<file path="src/rtl/sosif_pkg.sv">
// Shared SOSIF definitions: opcodes, sequencer states and command packing.
package sosif_pkg;

    typedef enum logic [7:0] {
        NOP  = 8'h00,
        HALT = 8'h01,
        PASS = 8'h02,
        FAIL = 8'h03,
        PUTC = 8'h10,
        INFO = 8'h11,
        WARN = 8'h12,
        ERR  = 8'h13,
        IRQ  = 8'h20
    } sosif_op_e;

    typedef enum logic [1:0] {
        ST_IDLE,
        ST_STROBE,
        ST_WAIT,
        ST_GAP
    } seq_state_e;

    // A flush or halt finishes the message being built, so it ends the lock.
    function automatic logic is_msg_end(input logic [7:0] op);
        return op inside {HALT, PASS, FAIL, INFO, WARN, ERR};
    endfunction

    // SOSIF word layout: opcode in the low byte, argument above it.
    function automatic logic [31:0] pack_cmd(input logic [7:0] op, input logic [15:0] arg);
        return {8'h00, arg, op};
    endfunction

endpackage

</file>
<file path="src/rtl/sosif_sequencer_if.sv">
// Requester handshake and Wishbone master bus of the SOSIF sequencer.
interface sosif_sequencer_if #(
    parameter int NUM_REQ = 4
);

    logic [NUM_REQ-1:0]    req_valid_i;
    logic [NUM_REQ-1:0]    req_ready_o;
    logic [NUM_REQ*8-1:0]  req_op_i;
    logic [NUM_REQ*16-1:0] req_arg_i;

    logic                  wb_cyc_o;
    logic                  wb_stb_o;
    logic                  wb_we_o;
    logic [3:0]            wb_sel_o;
    logic [31:0]           wb_adr_o;
    logic [31:0]           wb_dat_o;
    logic                  wb_ack_i;

    // Sequencer side: takes requests, drives the Wishbone write.
    modport master (
        input  req_valid_i, req_op_i, req_arg_i, wb_ack_i,
        output req_ready_o, wb_cyc_o, wb_stb_o, wb_we_o, wb_sel_o, wb_adr_o, wb_dat_o
    );

    // Environment side: requesters plus the SOSIF slave.
    modport slave (
        output req_valid_i, req_op_i, req_arg_i, wb_ack_i,
        input  req_ready_o, wb_cyc_o, wb_stb_o, wb_we_o, wb_sel_o, wb_adr_o, wb_dat_o
    );

endinterface

</file>
<file path="src/rtl/rr_arbiter.sv">
// Round-robin arbiter with optional eligibility mask and internal pointer.
module rr_arbiter #(
    parameter  int N  = 4,
    localparam int IW = (N > 1) ? $clog2(N) : 1
) (
    input  logic          clk_i,
    input  logic          rst_i,
    input  logic [N-1:0]  req,
    input  logic          mask_en,
    input  logic [N-1:0]  mask,
    input  logic          advance,
    output logic [N-1:0]  gnt,
    output logic [IW-1:0] index
);

    logic [IW-1:0] ptr;
    logic [N-1:0]  elig;
    logic          found;
    logic [IW-1:0] cand;
    int            j;

    // Scan eligible requests starting at the pointer and pick the first one.
    always_comb begin
        elig  = mask_en ? (req & mask) : req;
        gnt   = '0;
        index = '0;
        found = 1'b0;
        cand  = '0;
        j     = 0;
        for (int i = 0; i < N; i++) begin
            j = int'(ptr) + i;
            if (j >= N) begin
                j = j - N;
            end
            cand = IW'(j);
            if (!found && elig[cand]) begin
                found     = 1'b1;
                gnt[cand] = 1'b1;
                index     = cand;
            end
        end
    end

    // After a grant the pointer moves just past the winner so everyone gets a turn.
    always_ff @(posedge clk_i) begin
        if (rst_i) begin
            ptr <= '0;
        end else if (advance && found) begin
            ptr <= (index == IW'(N - 1)) ? '0 : index + 1'b1;
        end
    end

endmodule

</file>
<file path="src/rtl/sosif_sequencer.sv">
// Shares the SOSIF slave between requesters: arbitrates, holds a message
// lock while an agent is emitting characters, and issues one single-strobe
// Wishbone write per command with an ack timeout.
module sosif_sequencer
    import sosif_pkg::*;
#(
    parameter  int          NUM_REQ   = 4,
    parameter  logic [31:0] BASE_ADDR = 32'h0,
    parameter  int          TIMEOUT   = 64,
    localparam int          OW        = (NUM_REQ > 1) ? $clog2(NUM_REQ) : 1,
    localparam int          CW        = $clog2(TIMEOUT + 1)
) (
    input  logic              clk_i,
    input  logic              rst_i,
    sosif_sequencer_if.master bus,
    output logic              busy_o,
    output logic              locked_o,
    output logic [OW-1:0]     owner_o,
    output logic              err_o
);

    seq_state_e   state_q, state_d;
    logic [31:0]  cmd_q, cmd_d;
    logic         lock_q, lock_d;
    logic [OW-1:0] owner_q, owner_d;
    logic [CW-1:0] cnt_q, cnt_d;

    logic [NUM_REQ-1:0] gnt;
    logic [NUM_REQ-1:0] owner_mask;
    logic [OW-1:0]      gidx;
    logic               grant;
    logic [7:0]         sel_op;
    logic [15:0]        sel_arg;

    assign owner_mask = NUM_REQ'(1) << owner_q;

    rr_arbiter #(
        .N(NUM_REQ)
    ) u_arb (
        .clk_i   (clk_i),
        .rst_i   (rst_i),
        .req     (bus.req_valid_i),
        .mask_en (lock_q),
        .mask    (owner_mask),
        .advance (grant),
        .gnt     (gnt),
        .index   (gidx)
    );

    assign grant = (state_q == ST_IDLE) && !rst_i && (|gnt);

    assign bus.wb_we_o  = 1'b1;
    assign bus.wb_sel_o = 4'b1111;
    assign bus.wb_adr_o = BASE_ADDR;
    assign bus.wb_dat_o = cmd_q;
    assign locked_o     = lock_q;

    // Pick out the opcode and argument of whichever requester won arbitration.
    always_comb begin
        sel_op  = '0;
        sel_arg = '0;
        for (int k = 0; k < NUM_REQ; k++) begin
            if (gidx == OW'(k)) begin
                sel_op  = bus.req_op_i[8*k +: 8];
                sel_arg = bus.req_arg_i[16*k +: 16];
            end
        end
    end

    // Next-state and outputs: accept, one strobe cycle, wait for ack or timeout, then a cyc-low gap.
    always_comb begin
        state_d         = state_q;
        cmd_d           = cmd_q;
        lock_d          = lock_q;
        owner_d         = owner_q;
        cnt_d           = '0;
        owner_o         = owner_q;
        bus.req_ready_o = '0;
        bus.wb_cyc_o    = 1'b0;
        bus.wb_stb_o    = 1'b0;
        busy_o          = 1'b0;
        err_o           = 1'b0;
        case (state_q)
            ST_IDLE: begin
                if (grant) begin
                    bus.req_ready_o = gnt;
                    cmd_d           = pack_cmd(sel_op, sel_arg);
                    owner_d         = gidx;
                    owner_o         = gidx;
                    if (sel_op == PUTC) begin
                        lock_d = 1'b1;
                    end
                    state_d = ST_STROBE;
                end
            end
            ST_STROBE: begin
                bus.wb_cyc_o = 1'b1;
                bus.wb_stb_o = 1'b1;
                busy_o       = 1'b1;
                cnt_d        = cnt_q + 1'b1;
                state_d      = ST_WAIT;
            end
            ST_WAIT: begin
                bus.wb_cyc_o = 1'b1;
                busy_o       = 1'b1;
                if (bus.wb_ack_i) begin
                    if (is_msg_end(cmd_q[7:0])) begin
                        lock_d = 1'b0;
                    end
                    state_d = ST_GAP;
                end else if (cnt_q == CW'(TIMEOUT)) begin
                    err_o   = !rst_i;
                    lock_d  = 1'b0;
                    state_d = ST_GAP;
                end else begin
                    cnt_d = cnt_q + 1'b1;
                end
            end
            ST_GAP: begin
                state_d = ST_IDLE;
            end
            default: begin
                state_d = ST_IDLE;
            end
        endcase
    end

    // State register; reset abandons any in-flight write without reporting it.
    always_ff @(posedge clk_i) begin
        if (rst_i) begin
            state_q <= ST_IDLE;
            cmd_q   <= '0;
            lock_q  <= 1'b0;
            owner_q <= '0;
            cnt_q   <= '0;
        end else begin
            state_q <= state_d;
            cmd_q   <= cmd_d;
            lock_q  <= lock_d;
            owner_q <= owner_d;
            cnt_q   <= cnt_d;
        end
    end

endmodule

</file>
<file path="src/flat_wrapper.sv">
// flat-port wrapper written by rule: the top's interface ports become plain ports
module sosif_sequencer_flat import sosif_pkg::*;
#(
    parameter  int          NUM_REQ   = 4,
    parameter  logic [31:0] BASE_ADDR = 32'h0,
    parameter  int          TIMEOUT   = 64,
    localparam int          OW        = (NUM_REQ > 1) ? $clog2(NUM_REQ) : 1,
    localparam int          CW        = $clog2(TIMEOUT + 1)
)
  (clk_i, rst_i, busy_o, locked_o, owner_o, err_o, bus_req_valid_i, bus_req_op_i, bus_req_arg_i, bus_wb_ack_i, bus_req_ready_o, bus_wb_cyc_o, bus_wb_stb_o, bus_wb_we_o, bus_wb_sel_o, bus_wb_adr_o, bus_wb_dat_o);
  sosif_sequencer_if #(.NUM_REQ(NUM_REQ)) bus_i ();
  input  logic clk_i;
  input  logic rst_i;
  output logic busy_o;
  output logic locked_o;
  output logic [OW-1:0] owner_o;
  output logic err_o;
  input wire logic [$bits(bus_i.req_valid_i)-1:0] bus_req_valid_i;
  input wire logic [$bits(bus_i.req_op_i)-1:0] bus_req_op_i;
  input wire logic [$bits(bus_i.req_arg_i)-1:0] bus_req_arg_i;
  input wire logic [$bits(bus_i.wb_ack_i)-1:0] bus_wb_ack_i;
  output wire logic [$bits(bus_i.req_ready_o)-1:0] bus_req_ready_o;
  output wire logic [$bits(bus_i.wb_cyc_o)-1:0] bus_wb_cyc_o;
  output wire logic [$bits(bus_i.wb_stb_o)-1:0] bus_wb_stb_o;
  output wire logic [$bits(bus_i.wb_we_o)-1:0] bus_wb_we_o;
  output wire logic [$bits(bus_i.wb_sel_o)-1:0] bus_wb_sel_o;
  output wire logic [$bits(bus_i.wb_adr_o)-1:0] bus_wb_adr_o;
  output wire logic [$bits(bus_i.wb_dat_o)-1:0] bus_wb_dat_o;
  assign bus_i.req_valid_i = bus_req_valid_i;
  assign bus_i.req_op_i = bus_req_op_i;
  assign bus_i.req_arg_i = bus_req_arg_i;
  assign bus_i.wb_ack_i = bus_wb_ack_i;
  assign bus_req_ready_o = bus_i.req_ready_o;
  assign bus_wb_cyc_o = bus_i.wb_cyc_o;
  assign bus_wb_stb_o = bus_i.wb_stb_o;
  assign bus_wb_we_o = bus_i.wb_we_o;
  assign bus_wb_sel_o = bus_i.wb_sel_o;
  assign bus_wb_adr_o = bus_i.wb_adr_o;
  assign bus_wb_dat_o = bus_i.wb_dat_o;
  sosif_sequencer #(.NUM_REQ(NUM_REQ), .BASE_ADDR(BASE_ADDR), .TIMEOUT(TIMEOUT)) u_core (.clk_i(clk_i), .rst_i(rst_i), .bus(bus_i), .busy_o(busy_o), .locked_o(locked_o), .owner_o(owner_o), .err_o(err_o));
endmodule
</file>
<file path="config.mk">
export PLATFORM = sky130hd
export DESIGN_NAME = sosif_sequencer_flat
export DESIGN_NICKNAME = d
export VERILOG_FILES = /design/src/rtl/sosif_pkg.sv /design/src/rtl/sosif_sequencer_if.sv /design/src/rtl/rr_arbiter.sv /design/src/rtl/sosif_sequencer.sv /design/src/flat_wrapper.sv
export SDC_FILE = /design/constraint.sdc
export NUM_CORES = 1
export LEC_CHECK = 0
export ABC_AREA = 1
export CORE_ASPECT_RATIO = 0.5
export CORE_UTILIZATION = 35
export CTS_CLUSTER_SIZE = 14
export DETAILED_ROUTE_END_ITERATION = 10
export GPL_ROUTABILITY_DRIVEN = 1
export PLACE_DENSITY = 0.89
export SYNTH_ARGS = -nofsm -noshare
export SYNTH_HDL_FRONTEND = slang
export SYNTH_SLANG_ARGS = --single-unit
</file>
<file path="constraint.sdc">
create_clock -name clk_i -period 3.2 [get_ports clk_i]
set_input_delay 0.48 -clock clk_i [delete_from_list [all_inputs] [get_ports clk_i]]
set_output_delay 0.48 -clock clk_i [all_outputs]
set_load 0.005 [all_outputs]
</file>
==> flow_summary.json, run 1 <==
{
  "holdWs_ns": 0.4631,
  "drtAntennaViolNets": 0,
  "die_y_um": 68.76,
  "maxCapViolations": 0,
  "fin_skew_ns": 0.006887,
  "drive_above_1_share_pct": 18.22,
  "hpwlAfterDp_mm": 8.532,
  "hp-class": "flop to flop",
  "synth_cell_types": 35,
  "synth_compound_area_share_pct": 21.30,
  "nets": 772,
  "route.detailed.drc": 0,
  "reg2reg_setup_slack_ns": 0.04,
  "clock_path_buffers": 2,
  "yosysTopAreaCell": "dfxtp_1",
  "synth_area_um2": 3119,
  "grt_pass1_wl_mm": 16.92,
  "grt_usage_pct": 23.59,
  "power.density_nw_per_um2": 1316,
  "grt_pass1_vias": 3521,
  "yosysWarnings": 0,
  "synth_xor_area_share_pct": 1.123,
  "die_x_um": 135.5,
  "slew_violations": 0,
  "antenna_found_initial": 0,
  "yosys.area_share.adder_pct": 6.819,
  "synth-edff-count": 0,
  "clk_latency_ns": 0.29,
  "avgViaCountPerCell": 5.224,
  "diodes": 0,
  "violations": "setup timing",
  "cp_slowest_cell": "dfxtp_2",
  "end_kind": "primary output",
  "cts.root.buffer_cell": "clkbuf_16",
  "path_class": "flop to primary output",
  "hold_viol": 0,
  "grt-ovfl-total": 0,
  "max_freq_mhz": 310.5,
  "regArea_um2": 765.7,
  "max_stage_delay_ns": 0.35,
  "filler_cell_count": 698,
  "dr_total_vias": 3996,
  "worst-path-max-fanout": 5,
  "yosysSeqAreaShare_pct": 24.39,
  "path_cells": "o21ai_1 -> nand3_2 -> nand2_2 -> nand2_1 -> nand2_2 -> inv_2 -> buf_4 -> nand4_1 -> nand3_1 -> nor2_2 -> nand2_2 -> nand2_4 -> inv_2 -> buf_4 -> nor2_1 -> nor2_1 -> dlygate4sd2_1",
  "syn_inst": 474,
  "clk_pin_slew_worst_paths_ns": 0.06,
  "crit_path_frequent_cell": "nand2_2",
  "wl_per_cell_um": 15.76,
  "boundaryPins": 183,
  "fin_crit_sh_pct": 100.7,
  "status": "complete, but fails checks",
  "core_area_um2": 8317,
  "globalplace.congestion": 0.9843,
  "fin_cells": 765,
  "switching_share_pct": 48.82,
  "syn2layout_area_growth_pct": 65.94,
  "synth.avg_cell_area_um2": 6.581,
  "grt_max_degree": 48,
  "drt_first_iter_violations": 291,
  "final_core_util_pct": 62.24,
  "async_flop_share_pct": 0,
  "htree_levels": 2,
  "drt_wl_total_mm": 12.06,
  "internal_power_mw": 3.488,
  "rsz0062_at_grt": "true",
  "num_rows": 23,
  "muxShareOfSynthArea_pct": 0,
  "die_area_um2": 9317,
  "finalSetupTns_ns": -0.02152,
  "power_frac_comb_pct": 80.9,
  "setup_viol": 2,
  "ys_ff_latch": 38,
  "initial_core_util_pct": 37.51,
  "multiInputGateArea_um2": 2140,
  "synth_top_flop_cell": "dfxtp_1",
  "cp-start-kind": "flop",
  "p_leak_nw": 2.227,
  "synthTopCellsByCount": "nand2_1 (76), nand3_1 (48), nor2_1 (47)",
  "clkPwrFrac_pct": 8.5,
  "synth_top_family_by_area": "simple AND/OR/NAND/NOR gates",
  "cts_tree": "built",
  "io_buffer_count": 137,
  "synthTopCellsByArea": "dfxtp_1 (24%), buf_4 (11%), nand2_1 (9.1%), nand3_1 (7.7%), o21ai_0 (7.2%)",
  "setup_ws_ns": -0.02095,
  "synth_simple_gate_area_share_pct": 28.40,
  "seq_power_share_pct": 10.6,
  "cts_sinks": 38,
  "dp_cells": 749,
  "post-synth-top-count-cell": "nand2_1",
  "ir_drop_mv": 0.6265,
  "min_period_ns": 3.221,
  "synth_top_area_share_pct": 24.39,
  "firstDrtPassIters": 5,
  "crit_required_ns": 2.72,
  "crit_arrival_ns": 2.74,
  "p_switching_mw": 3.326,
  "numCtsBuffers": 5
}
-- cell usage in the layout (no fill, tap or decap), drive strengths merged, types with 3 or more instances in the layout --
master / n
o21ai: 49
a21oi: 44
nand3: 49
buf: 60
conb: 45
dlygate4sd2: 4
nand4: 6
nand2: 84
clkdlybuf4s50: 128
dfxtp: 38
dlymetal6s2s: 5
nor2: 50
xor2: 3
clkbuf: 5
inv: 28
o211ai: 5
ha: 17
o311ai: 14
o31ai: 3
-- registers in the layout (all words and copies together) (netlist names) --
name and flops:
u_core.locked_o 1, u_core.u_arb.ptr 2, u_core.state_q 2, u_core.bus.wb_dat_o 24, u_core.owner_q 2, u_core.cnt_q 7
-- kinds of logic after synthesis --
family | Yosys count
and+or+nand+nor | 198
AOI/OAI and AO/OA | 117
buffers and inverters | 98
DFF | 38
adders and majority gates | 17
xor gates and xnor gates | 4
other | 2
-- per-layer routing --
metal,GRT usage (%),up-vias,share of wire (%)
met5,0,-,0
met4,8.006,0,3.7
met3,4.971,54,7.2
met2,42.56,208,50
met1,28.50,1864,39
li1,-,1870,-
-- power groups by stage --
stage / clock, mW / combinational [mW] / sequential [mW]
after floorplan: 0 / 2.78 / 0.714
after detailed placement: 0 / 4.83 / 0.711
after CTS: 0.578 / 4.97 / 0.703
after global routing: 0.597 / 6.02 / 0.736
after global placement: 0 / 4.73 / 0.704
final: 0.576 / 5.52 / 0.723
-- layout make-up --
| class | instances | area share, % |
|---|---|---|
| clock inverters | 3 | 0.8702 |
| multi-input cells | 381 | 41.33 |
| flip-flops and latches | 38 | 14.79 |
| inverters | 29 | 2.151 |
| repair buffers | 197 | 35.73 |
| well taps | 112 | 2.707 |
| clock buffers | 5 | 2.417 |
-- final timing paths --
kind	start	to	cells past startpoint
hold / removal	u_core.cnt_q[0]$_SDFF_PP0_	u_core.cnt_q[0]$_SDFF_PP0_	1
hold reg to reg	u_core.cnt_q[0]$_SDFF_PP0_	u_core.cnt_q[0]$_SDFF_PP0_	1
setup / recovery	u_core.owner_q[0]$_SDFF_PP0_	owner_o[0]	17
setup reg to reg	u_core.owner_q[0]$_SDFF_PP0_	u_core.locked_o$_SDFFE_PP0P_	24
-- per-stage QoR --
step           cell area, µm²  worst slack [ns]  total power [mW]
2_1_floorplan            3284           0.04673             3.490
3_3_place_gp             4751           -0.2221             5.438
3_5_place_dp             4751           -0.2892             5.544
4_1_cts                  4999           0.01350             6.253
5_1_grt                  5176           -0.1791             7.354
6_report                 5176          -0.02095             6.814
-- repair_timing --
| action | 4_1_cts | 5_1_grt |
|---|---|---|
| setup buffers | 3 | 5 |
| pin swaps | 3 | 16 |
| endpoints found under the setup margin | 7 | 22 |
| resized for setup | 18 | 46 |
| hold buffers | 0 | 0 |
-- worst max-delay path, delay by kind of cell, from the launching register on --
family	cells	cell delay, ns
buffers and inverters	5	0.65
AO/OA/AOI/OAI	1	0.24
AND/OR/NAND/NOR	11	1.23
flip-flops	1	0.35
(Power assumes the default switching activity.)
==> run 2, diff against run 1 <==
- CORE_ASPECT_RATIO: 0.5 -> unset
==> flow_summary.json, run 2 (same netlist as run 1, synthesis figures left out) <==
{
  "status": "finished, final reports clean",
  "syn2layout_area_growth_pct": 63.54,
  "slew_violations": 0,
  "setup_viol": 0,
  "r2r_start": "u_core.u_arb.ptr[0]$_SDFFE_PP0P_",
  "mostFrequentLayoutCells": "clkdlybuf4s50_1 (130), nand2_1 (73), buf_4 (51)",
  "layout_commonest_cell": "clkdlybuf4s50_1",
  "antenna_found_initial": 0,
  "power_mw": 7.002,
  "crit_required_ns": 3.39,
  "htree_levels": 2,
  "drt_first_iter_violations": 213,
  "grt_usage_pct": 23.14,
  "internal_power_mw": 3.714,
  "reg2reg_to": "u_core.locked_o$_SDFFE_PP0P_",
  "route.detailed.drc": 0,
  "dp_cells": 750,
  "clk_latency_ns": 0.29,
  "grt_pass1_wl_mm": 16.50,
  "grt_pass1_vias": 3434,
  "max_stage_delay_ns": 0.48,
  "cp-start-kind": "primary input",
  "crit_start": "bus_req_valid_i[0]",
  "min_period_ns": 3.144,
  "path_delay_family": "simple AND/OR/NAND/NOR gates",
  "reg2reg_depth": 25,
  "drive_above_1_share_pct": 16.44,
  "fin_crit_sh_pct": 98.26,
  "core_area_um2": 8678,
  "nets": 770,
  "diodes": 0,
  "path_buf_inv": 3,
  "clk_pin_slew_worst_paths_ns": 0.08,
  "die_x_um": 96.41,
  "hp-class": "flop to flop",
  "filler_cell_count": 780,
  "power.density_nw_per_um2": 1373,
  "dr_total_vias": 3733,
  "ir_drop_mv": 0.8824,
  "largest_reg_flops": 24,
  "firstDrtPassIters": 6,
  "p_leak_nw": 2.198,
  "hpwlAfterDp_mm": 8.752,
  "switching_share_pct": 46.97,
  "hold_viol": 0,
  "path_depth": 22,
  "fin_skew_ns": 0.005612,
  "path_cells": "clkdlybuf4s50_1 -> nand3_1 -> nand3_1 -> nand2_2 -> nand3_2 -> nor2_4 -> nand2_1 -> o211ai_1 -> a21oi_2 -> inv_2 -> ha_2 -> buf_4 -> a21oi_1 -> o21ai_0 -> o21ai_1 -> nand2_1 -> nor2_1 -> nand4_1 -> a21oi_2 -> nand3_1 -> nand2_1 -> nor2_1",
  "rsz0062_at_grt": "true",
  "max_freq_mhz": 318.0,
  "path_class": "primary input to flop",
  "reg2reg_setup_slack_ns": 0.08,
  "cts.root.buffer_cell": "clkbuf_8",
  "initial_core_util_pct": 35.94,
  "grt_max_degree": 48,
  "wl_per_cell_um": 14.26,
  "cts_sinks": 38,
  "die_area_um2": 9294,
  "grt-ovfl-total": 0,
  "num_rows": 34,
  "clkPwrFrac_pct": 7.0,
  "crit_arrival_ns": 3.34,
  "finalSetupTns_ns": 0,
  "fin_cells": 759,
  "power_frac_comb_pct": 82.8,
  "boundaryPins": 183,
  "globalplace.congestion": 0.9159,
  "p_switching_mw": 3.289,
  "cp_slowest_cell": "clkdlybuf4s50_1",
  "worst-path-max-fanout": 5,
  "numCtsBuffers": 5,
  "avgViaCountPerCell": 4.918,
  "end_kind": "flop",
  "crit_path_end": "u_core.locked_o$_SDFFE_PP0P_",
  "drtAntennaViolNets": 0,
  "io_buffer_count": 137,
  "cts_tree": "built",
  "ctsHoldBuffers": 0,
  "clock_path_buffers": 2,
  "die_y_um": 96.41,
  "maxCapViolations": 0,
  "drt_wl_total_mm": 10.82,
  "seq_power_share_pct": 10.1
}
## run 2: power groups by stage
stage | clock (mW) | combinational [mW] | sequential [mW]
after global placement | 0 | 5.20 | 0.713
after CTS | 0.497 | 5.44 | 0.706
after detailed placement | 0 | 5.32 | 0.717
after global routing | 0.509 | 6.40 | 0.719
final | 0.492 | 5.80 | 0.710
after floorplan | 0 | 2.78 | 0.714
## run 2: area by class of cell
type                       count  area (µm²)  share of cell area, %
sequential                    38       762.0                  14.94
clock inverter                 3       68.82                  1.349
clock buffer                   5       68.82                  1.349
inverter                      29       110.1                  2.158
multi-input combinational    381        2085                  40.86
timing repair buffer         195        1872                  36.69
tap                          108       135.1                  2.649
## run 2: repair_timing
action,4_1_cts,5_1_grt
buffers inserted,1,0
endpoints found under the setup margin,7,23
pin swaps,3,7
gates resized for setup,22,35
## run 2: worst min path at each step
stage	from	endpoint	slack [ns]	cells after the start
6_report	u_core.cnt_q[0]$_SDFF_PP0_	u_core.cnt_q[0]$_SDFF_PP0_	0.47	1
5_1_grt	u_core.bus.wb_dat_o[9]$_SDFFE_PP0P_	u_core.bus.wb_dat_o[9]$_SDFFE_PP0P_	0.51	2
4_1_cts	u_core.cnt_q[0]$_SDFF_PP0_	u_core.cnt_q[0]$_SDFF_PP0_	0.48	1
3_5_place_dp	u_core.cnt_q[0]$_SDFF_PP0_	u_core.cnt_q[0]$_SDFF_PP0_	0.46	1
3_3_place_gp	u_core.cnt_q[0]$_SDFF_PP0_	u_core.cnt_q[0]$_SDFF_PP0_	0.44	1
2_1_floorplan	u_core.cnt_q[0]$_SDFF_PP0_	u_core.cnt_q[0]$_SDFF_PP0_	0.43	1
## run 2: per-stage QoR
stage               util [%]  worst slack [ns]  hold WS, ns  instance area (µm²)
floorplan                  -           0.04673       0.4300                 3284
global placement       55.55           -0.2869       0.4406                 4821
detailed placement     55.55           -0.3807       0.4596                 4821
CTS                    57.70          -0.05886       0.4799                 5007
global route           58.78           -0.2269       0.5080                 5101
finish                 58.78           0.05559       0.4722                 5101
## run 2: routing by layer
metal | up-vias | track usage (%) | wire (µm) | share of wire [%]
li1 | 1871 | - | - | -
met1 | 1681 | 28.90 | 4531 | 42
met4 | 0 | 6.618 | 186 | 1.7
met2 | 168 | 41.55 | 5409 | 50
met5 | - | 0 | 0 | 0
met3 | 13 | 2.895 | 695 | 6.4
